<file path="src/rtl/pwm_output_driver_pkg.sv">
// Constants shared by the PWM output driver and the SPI register block.
package pwm_output_driver_pkg;

    localparam int unsigned      PWM_CNT_W     = 8;
    localparam logic [7:0]       PWM_DUTY_FULL = 8'hFF;
    localparam int unsigned      NUM_OUTPUTS   = 16;

    typedef enum logic [7:0] {
        ADDR_EN_OUT_7_0  = 8'h00,
        ADDR_EN_OUT_15_8 = 8'h01,
        ADDR_EN_PWM_7_0  = 8'h02,
        ADDR_EN_PWM_15_8 = 8'h03,
        ADDR_PWM_DUTY    = 8'h04
    } spi_reg_addr_e;

    // Full-scale duty is forced high so 0xFF really means 100 %.
    function automatic logic pwm_level(input logic [PWM_CNT_W-1:0] cnt,
                                       input logic [PWM_CNT_W-1:0] duty);
        return (duty == PWM_DUTY_FULL) ? 1'b1 : (cnt < duty);
    endfunction

endpackage

</file>
<file path="src/rtl/pwm_output_driver_prescaler.sv">
// Divides clk down to a one-cycle tick every CLK_DIV cycles.
module pwm_prescaler #(
    parameter int unsigned CLK_DIV = 13,
    parameter int unsigned PRE_W   = 4
) (
    input  logic clk,
    input  logic rst_n,
    output logic tick
);

    localparam logic [PRE_W-1:0] LAST = PRE_W'(CLK_DIV - 1);

    logic [PRE_W-1:0] pre;

    // With CLK_DIV==1, LAST is zero: pre never leaves 0 and tick is constant high.
    always_ff @(posedge clk or negedge rst_n) begin
        if (!rst_n) begin
            pre <= '0;
        end else if (pre == LAST) begin
            pre <= '0;
        end else begin
            pre <= pre + PRE_W'(1);
        end
    end

    assign tick = (pre == LAST);

endmodule

</file>
<file path="src/rtl/pwm_output_driver.sv">
// Drives the 16 chip outputs as off, static high, or PWM from a shadowed duty value.
module pwm_output_driver
    import pwm_output_driver_pkg::*;
#(
    parameter int unsigned CLK_DIV = 13,
    parameter int unsigned PRE_W   = 4
) (
    input  logic       clk,
    input  logic       rst_n,
    input  logic [7:0] en_reg_out_7_0,
    input  logic [7:0] en_reg_out_15_8,
    input  logic [7:0] en_reg_pwm_7_0,
    input  logic [7:0] en_reg_pwm_15_8,
    input  logic [7:0] pwm_duty_cycle,
    output logic [7:0] uo_out,
    output logic [7:0] uio_out,
    output logic       period_start
);

    logic                   tick;
    logic [PWM_CNT_W-1:0]   pwm_cnt;
    logic [PWM_CNT_W-1:0]   duty_act;
    logic                   primed;
    logic                   wrap;
    logic                   pwm_sig;
    logic [NUM_OUTPUTS-1:0] en_out;
    logic [NUM_OUTPUTS-1:0] en_pwm;
    logic [NUM_OUTPUTS-1:0] out_d;

    pwm_prescaler #(
        .CLK_DIV (CLK_DIV),
        .PRE_W   (PRE_W)
    ) u_prescaler (
        .clk   (clk),
        .rst_n (rst_n),
        .tick  (tick)
    );

    assign wrap = tick && (pwm_cnt == '1);

    // Duty is sampled once right after reset, then only at the period wrap.
    always_ff @(posedge clk or negedge rst_n) begin
        if (!rst_n) begin
            pwm_cnt      <= '0;
            duty_act     <= '0;
            primed       <= 1'b0;
            period_start <= 1'b0;
            uo_out       <= '0;
            uio_out      <= '0;
        end else begin
            primed       <= 1'b1;
            period_start <= wrap;
            if (tick) begin
                pwm_cnt <= pwm_cnt + PWM_CNT_W'(1);
            end
            if (!primed || wrap) begin
                duty_act <= pwm_duty_cycle;
            end
            {uio_out, uo_out} <= out_d;
        end
    end

    always_comb begin
        en_out  = {en_reg_out_15_8, en_reg_out_7_0};
        en_pwm  = {en_reg_pwm_15_8, en_reg_pwm_7_0};
        pwm_sig = pwm_level(pwm_cnt, duty_act);
        out_d   = '0;
        for (int unsigned i = 0; i < NUM_OUTPUTS; i++) begin
            out_d[i] = en_out[i] & (en_pwm[i] ? pwm_sig : 1'b1);
        end
    end

endmodule

</file>
<file path="config.mk">
export PLATFORM = sky130hd
export DESIGN_NAME = pwm_output_driver
export DESIGN_NICKNAME = d
export VERILOG_FILES = /design/src/rtl/pwm_output_driver_pkg.sv /design/src/rtl/pwm_output_driver_prescaler.sv /design/src/rtl/pwm_output_driver.sv
export SDC_FILE = /design/constraint.sdc
export NUM_CORES = 1
export LEC_CHECK = 0
export ABC_CLOCK_PERIOD_IN_PS = 2900
export CAP_MARGIN = 20
export CORE_MARGIN = 5
export CORE_UTILIZATION = 60
export CTS_CLUSTER_SIZE = 10
export DETAILED_ROUTE_END_ITERATION = 10
export DONT_BUFFER_PORTS = 1
export PLACE_DENSITY = 0.76
export SYNTH_ARGS = -nofsm -noshare
export SYNTH_HDL_FRONTEND = slang
export SYNTH_SLANG_ARGS = --single-unit
</file>
<file path="constraint.sdc">
create_clock -name clk -period 2.9 [get_ports clk]
set_input_delay 0.87 -clock clk [delete_from_list [all_inputs] [get_ports clk]]
set_output_delay 0.87 -clock clk [all_outputs]
set_load 0.02 [all_outputs]
</file>
# After elaboration in Yosys (flattened, before gate mapping)
# Index checks and enable logic that the tools add are counted.
# W data, S select, Z words.
totals:
  input_bits: 42
  out_inout_bits: 17
  elab_cells: 50
  regBits: 38
classes:
  n_reduce_logical: 3
  order_cmp: 1
  n_bitwise: 16
  n_mux: 18
  addsub: 2
  n_eq_ne: 3
ops:
  columns: ["cell", "n"]
  rows:
  - ["$mux W1", 17]
  - ["$and A1 B1 Y1", 16]
  - ["$eq A8 B8 Y1 const B", 2]
  - ["$add A8 B1 Y8 const B", 1]
  - ["$lt A8 B8 Y1", 1]
  - ["$add A4 B1 Y4 const B", 1]
  - ["$eq A4 B4 Y1 const B", 1]
  - ["$mux W4", 1]
  - ["$logic_and A1 B1 Y1", 1]
  - ["$logic_not A1 Y1", 1]
  - ["$logic_or A1 B1 Y1", 1]

# Longest topological paths before layout
logic_depth:
  word_depth: 4
  ltp_mapped: 7

# Hierarchy
# Synthesis repeated with hierarchy kept, for this count alone.
hier_totals:
  hier_cells: 126
  area_unflattened_um2: 1711.6
modules_own_cells:
  columns: ["mod", "area_each_um2", "instances", "cells_per_inst"]
  rows:
  - ["pwm_output_driver", 1511.4, 1, 107]
  - ["pwm_prescaler", 200.2, 1, 19]

# Least setup slack after synthesis
# Ideal clock, no wire load.
synth_path:
  kind: "reg-to-reg"
  from: "register u_prescaler.pre[0]"
  to: "register duty_act[0]"
  t_required_ns: 2.775
  n_path_buf: 1
  stages_incl_launch_ff: 8
  synth_period_minus_slack_ns: 1.747
  arrival_time_ns: 1.622
  setup_time_ns: 0.125
  path_slack_ns: 1.153
  path_cell_list: "dfrtp_1 -> inv_1 -> ha_1 -> and3_1 -> buf_6 -> nand4_4 -> o21ai_4 -> mux2_2"
synth_between:
  elab_chain_cells: 3
synth_lines:
  columns: ["item", "line_no", "source"]
  rows:
  - ["start: declaration", "pwm_output_driver_prescaler.sv:13", "logic [PRE_W-1:0] pre;"]
  - ["start signal: assignment", "pwm_output_driver_prescaler.sv:22", "pre <= pre + PRE_W'(1);"]
  - ["$eq A4 B4 Y1", "pwm_output_driver_prescaler.sv:26", "assign tick = (pre == LAST);"]
  - ["$logic_and A1 B1 Y1", "pwm_output_driver.sv:39", "assign wrap = tick && (pwm_cnt == '1);"]
  - ["$logic_or A1 B1 Y1", "pwm_output_driver.sv:56", "if (!primed || wrap) begin"]
  - ["end signal: assignment", "pwm_output_driver.sv:57", "duty_act <= pwm_duty_cycle;"]
  - ["end: declaration", "pwm_output_driver.sv:22", "logic [PWM_CNT_W-1:0] duty_act;"]
# Every way passes these cells.
# A chain may end at the register's enable or synchronous reset.

# Worst setup path in the final report
layout_path:
  from: "register u_prescaler.pre[0]"
  to: "register duty_act[4]"
# The elaborated chain is that of the path after synthesis.

==> metrics.md <==
| Metric | Value |
|---|---|
| Cts hold-fix bufs | `0` |
| Detail Route Antenna Nets | `0` |
| TritonCTS clock tree | `built` |
| Port Buf Inserts | `0` |
| Synth async-reset ratio | `100%` |
| Final hold violations | `0` |
| Initial antenna violation count | `0` |
| Clock skew | `10.5 ps` |
| Initial drt markers | `29` |
| Primary FF master, synth | `dfrtp_1` |
| Sequential area share after synthesis | `56.2%` |
| Final core utilization | `66.8%` |
| Sw Ratio | `19.9%` |
| GR Util met1 | `17.0%` |
| Gpl congestion | `0.756` |
| Finish-stage setup viols | `0` |
| Fin nets | `183` |
| DRC | `0` |
| Post_cts resized | `0` |
| MaxCap Viol Count | `0` |
| Number of synthesized flops with an enable pin | `0` |
| M2 GR Usage | `25.4%` |
| Net Switching | `218 uW` |
| Die area | `3980 um^2` |
| CTS buffer count | `5` |
| Gr busiest metal | `met2` |
| CP Data Required Time | `3140 ps` |
| Ant diodes | `0` |
| Critical-path maximum fanout | `8` |
| FF+latch count, synth | `38` |
| Crit path DAT | `2250 ps` |
| Synthesized area | `1690 um^2` |
| Vias | `948` |
| Io pins | `59` |
| Die W | `63.1 um` |
| Syn_area_per_cell | `13.5 um^2` |
| Clk pwr share | `42.1%` |
| Type of origin of the critical path | `flip-flop` |
| First-pass DRT Iterations | `4` |
| Post-DR vias/cell | `5.82` |
| Minimum clock period | `2010 ps` |
| Fmax | `0.499 GHz` |
| Met3 Resource Use GR | `9.77%` |
| Synth top cells by count | `38 x dfrtp_1, 10 x a21boi_2, 10 x ha_1, 10 x inv_1, 9 x mux2_2` |
| RSZ-0062 raised after global routing | `false` |
| Tcrit/Tclk final | `69.1%` |
| Largest net degree at the start of global routing | `39` |
| Setup slack at placement | `894 ps` |
| Rows | `19` |
| Layout cells sized above 1 | `25.0%` |
| DP HPWL | `2.18 mm` |
| CP Buf/Inv Count | `1` |
| Setup TNS | `0 ps` |
| Top-area cell type share of the netlist area | `56.2%` |
| Worst skew pair latency | `340 ps` |
| Yosys warnings | `0` |
| Power per cell area | `598 nW/um^2` |
| Initial core utilization | `61.9%` |
| Global-route wire length before repair | `4.88 mm` |
| Peak supply drop | `0.550 mV` |
| Area Growth Syn to Fin | `7.99%` |
| CORE AREA | `2730 um^2` |
| CTS root buffer | `clkbuf_4` |
| Total GRT Usage | `16.0%` |
| Register share of total power | `53.5%` |
| Synth Instances | `125` |
| H-tree levels | `2` |
| Cell family with most CP delay | `simple AND/OR/NAND/NOR gates` |
| Hold/Removal Path Class | `in2async` |
| Fill count | `195` |
| Final WS setup | `895 ps` |
| Clock tree buffer depth | `2` |
| Routed WL per cell | `17.3 um` |
| Routed Wire Length | `2.82 mm` |
| Clock sinks | `38` |
| Clock transition at path regs | `110 ps` |
| Die Y | `63.1 um` |
| Yosys top cell by area | `dfrtp_1` |
| CP peak stage delay | `430 ps` |
| # Post-CTS Setup Buffers | `0` |
| CP endpoint kind | `flip-flop` |
| Post-synth cell types | `28` |
| Overflow after GRT | `0` |
| Status | `completed` |
| Crit-path slowest cell | `dfrtp_1` |
| Syn nets | `177` |
| Top-count cell post-synth | `dfrtp_1` |
| Int Power | `874 uW` |
| Gate power share | `4.4%` |
| Critical path type | `reg2reg` |
| Area contributors post-synth | `dfrtp_1 56%, ha_1 7.4%, a21boi_2 6.7%` |
| Vias in the first global route | `1,103` |
| Slew Limit Fails | `0` |
| CP Cell Sequence | `inv_1, ha_1, and3_1, nand4_4, o21ai_4, mux2_2` |
| Leak pwr | `0.000830 uW` |
==> sequential cells by signal, summed over array words and instances (netlist names) <==
name	count
duty_act	8
period_start	1
primed	1
pwm_cnt	8
u_prescaler.pre	4
uio_out	8
uo_out	8
==> logic make-up (layout without fill, tap and decap cells) <==
kind of cell	count (synthesis)	count (layout)	share of synthesized area, %
XOR/XNOR	8	8	4.14
buffers and inverters	12	19	3.55
AND/OR/NAND/NOR	20	20	7.17
flip-flops	38	38	56.2
multiplexers	9	9	5.99
AO/OA/AOI/OAI	27	27	15.3
other	1	1	0.222
adder cells (fa/ha/maj)	10	10	7.40
==> power by group through the flow <==
stage | clock network [uW] | registers [uW] | logic [uW]
2_1_floorplan | 0 | 590 | 42.6
3_3_place_gp | 0 | 595 | 45.9
3_5_place_dp | 0 | 595 | 49.7
4_1_cts | 471 | 585 | 49.2
5_1_grt | 504 | 589 | 54.9
6_report | 459 | 584 | 48.3
==> routing by layer <==
metal  vias up  part of all wire [%]
li1        447                     -
met1       450                    38
met5         -                     0
met2        44                    49
met4         0                   1.6
met3         7                    12
==> through the flow <==
| step | std cells | total power [uW] | hold slack, ps | instance area, um^2 |
|---|---|---|---|---|
| 2_1_floorplan | 125 | 633 | 436 | 1690 |
| 3_3_place_gp | 155 | 641 | 453 | 1720 |
| 3_5_place_dp | 155 | 645 | 462 | 1720 |
| 4_1_cts | 163 | 1110 | 189 | 1830 |
| 5_1_grt | 163 | 1150 | 172 | 1830 |
| 6_report | 163 | 1090 | 201 | 1830 |
==> cell type report <==
class	count	area [um^2]	area share (%)
sequential	38	951	52.1
tap	31	38.8	2.12
clock buffer	6	51.3	2.81
clock inverter	2	60.1	3.29
multi-input combinational	75	681	37.3
timing repair buffer	1	7.51	0.411
inverter	10	37.5	2.05
==> final timing paths <==
kind | startpoint | endpoint | slack, ps | cells past startpoint
setup / recovery | u_prescaler.pre[0] | duty_act[4] | 890 | 6
hold / removal | rst_n | pwm_cnt[6] | 200 | 0
setup reg to reg | u_prescaler.pre[0] | duty_act[4] | 890 | 6
hold reg to reg | u_prescaler.pre[3] | u_prescaler.pre[3] | 480 | 1
max in group asynchronous | rst_n | u_prescaler.pre[3] | 2600 | 0
min in group clk | u_prescaler.pre[3] | u_prescaler.pre[3] | 480 | 1
==> placed cells by master (no fill, tap or decap), types with 3 or more instances in the layout <==
master,instances
nor2_1,6
inv_1,10
ha_1,10
xnor2_1,5
nand4_1,3
mux2_2,9
dfrtp_1,38
a21boi_0,6
clkbuf_4,5
a21boi_2,10
xor2_1,3
nand2_1,3
==> worst reg2reg max path: cells and delay by family, from the launching register on <==
| family | cells | cell delay, ps |
|---|---|---|
| and+or+nand+nor | 2 | 520 |
| AOI/OAI and AO/OA | 1 | 310 |
| buffers and inverters | 1 | 100 |
| DFF | 1 | 430 |
| muxes | 1 | 380 |
| adders and majority gates | 1 | 170 |
Note: power is estimated with default switching activity, not from simulation.
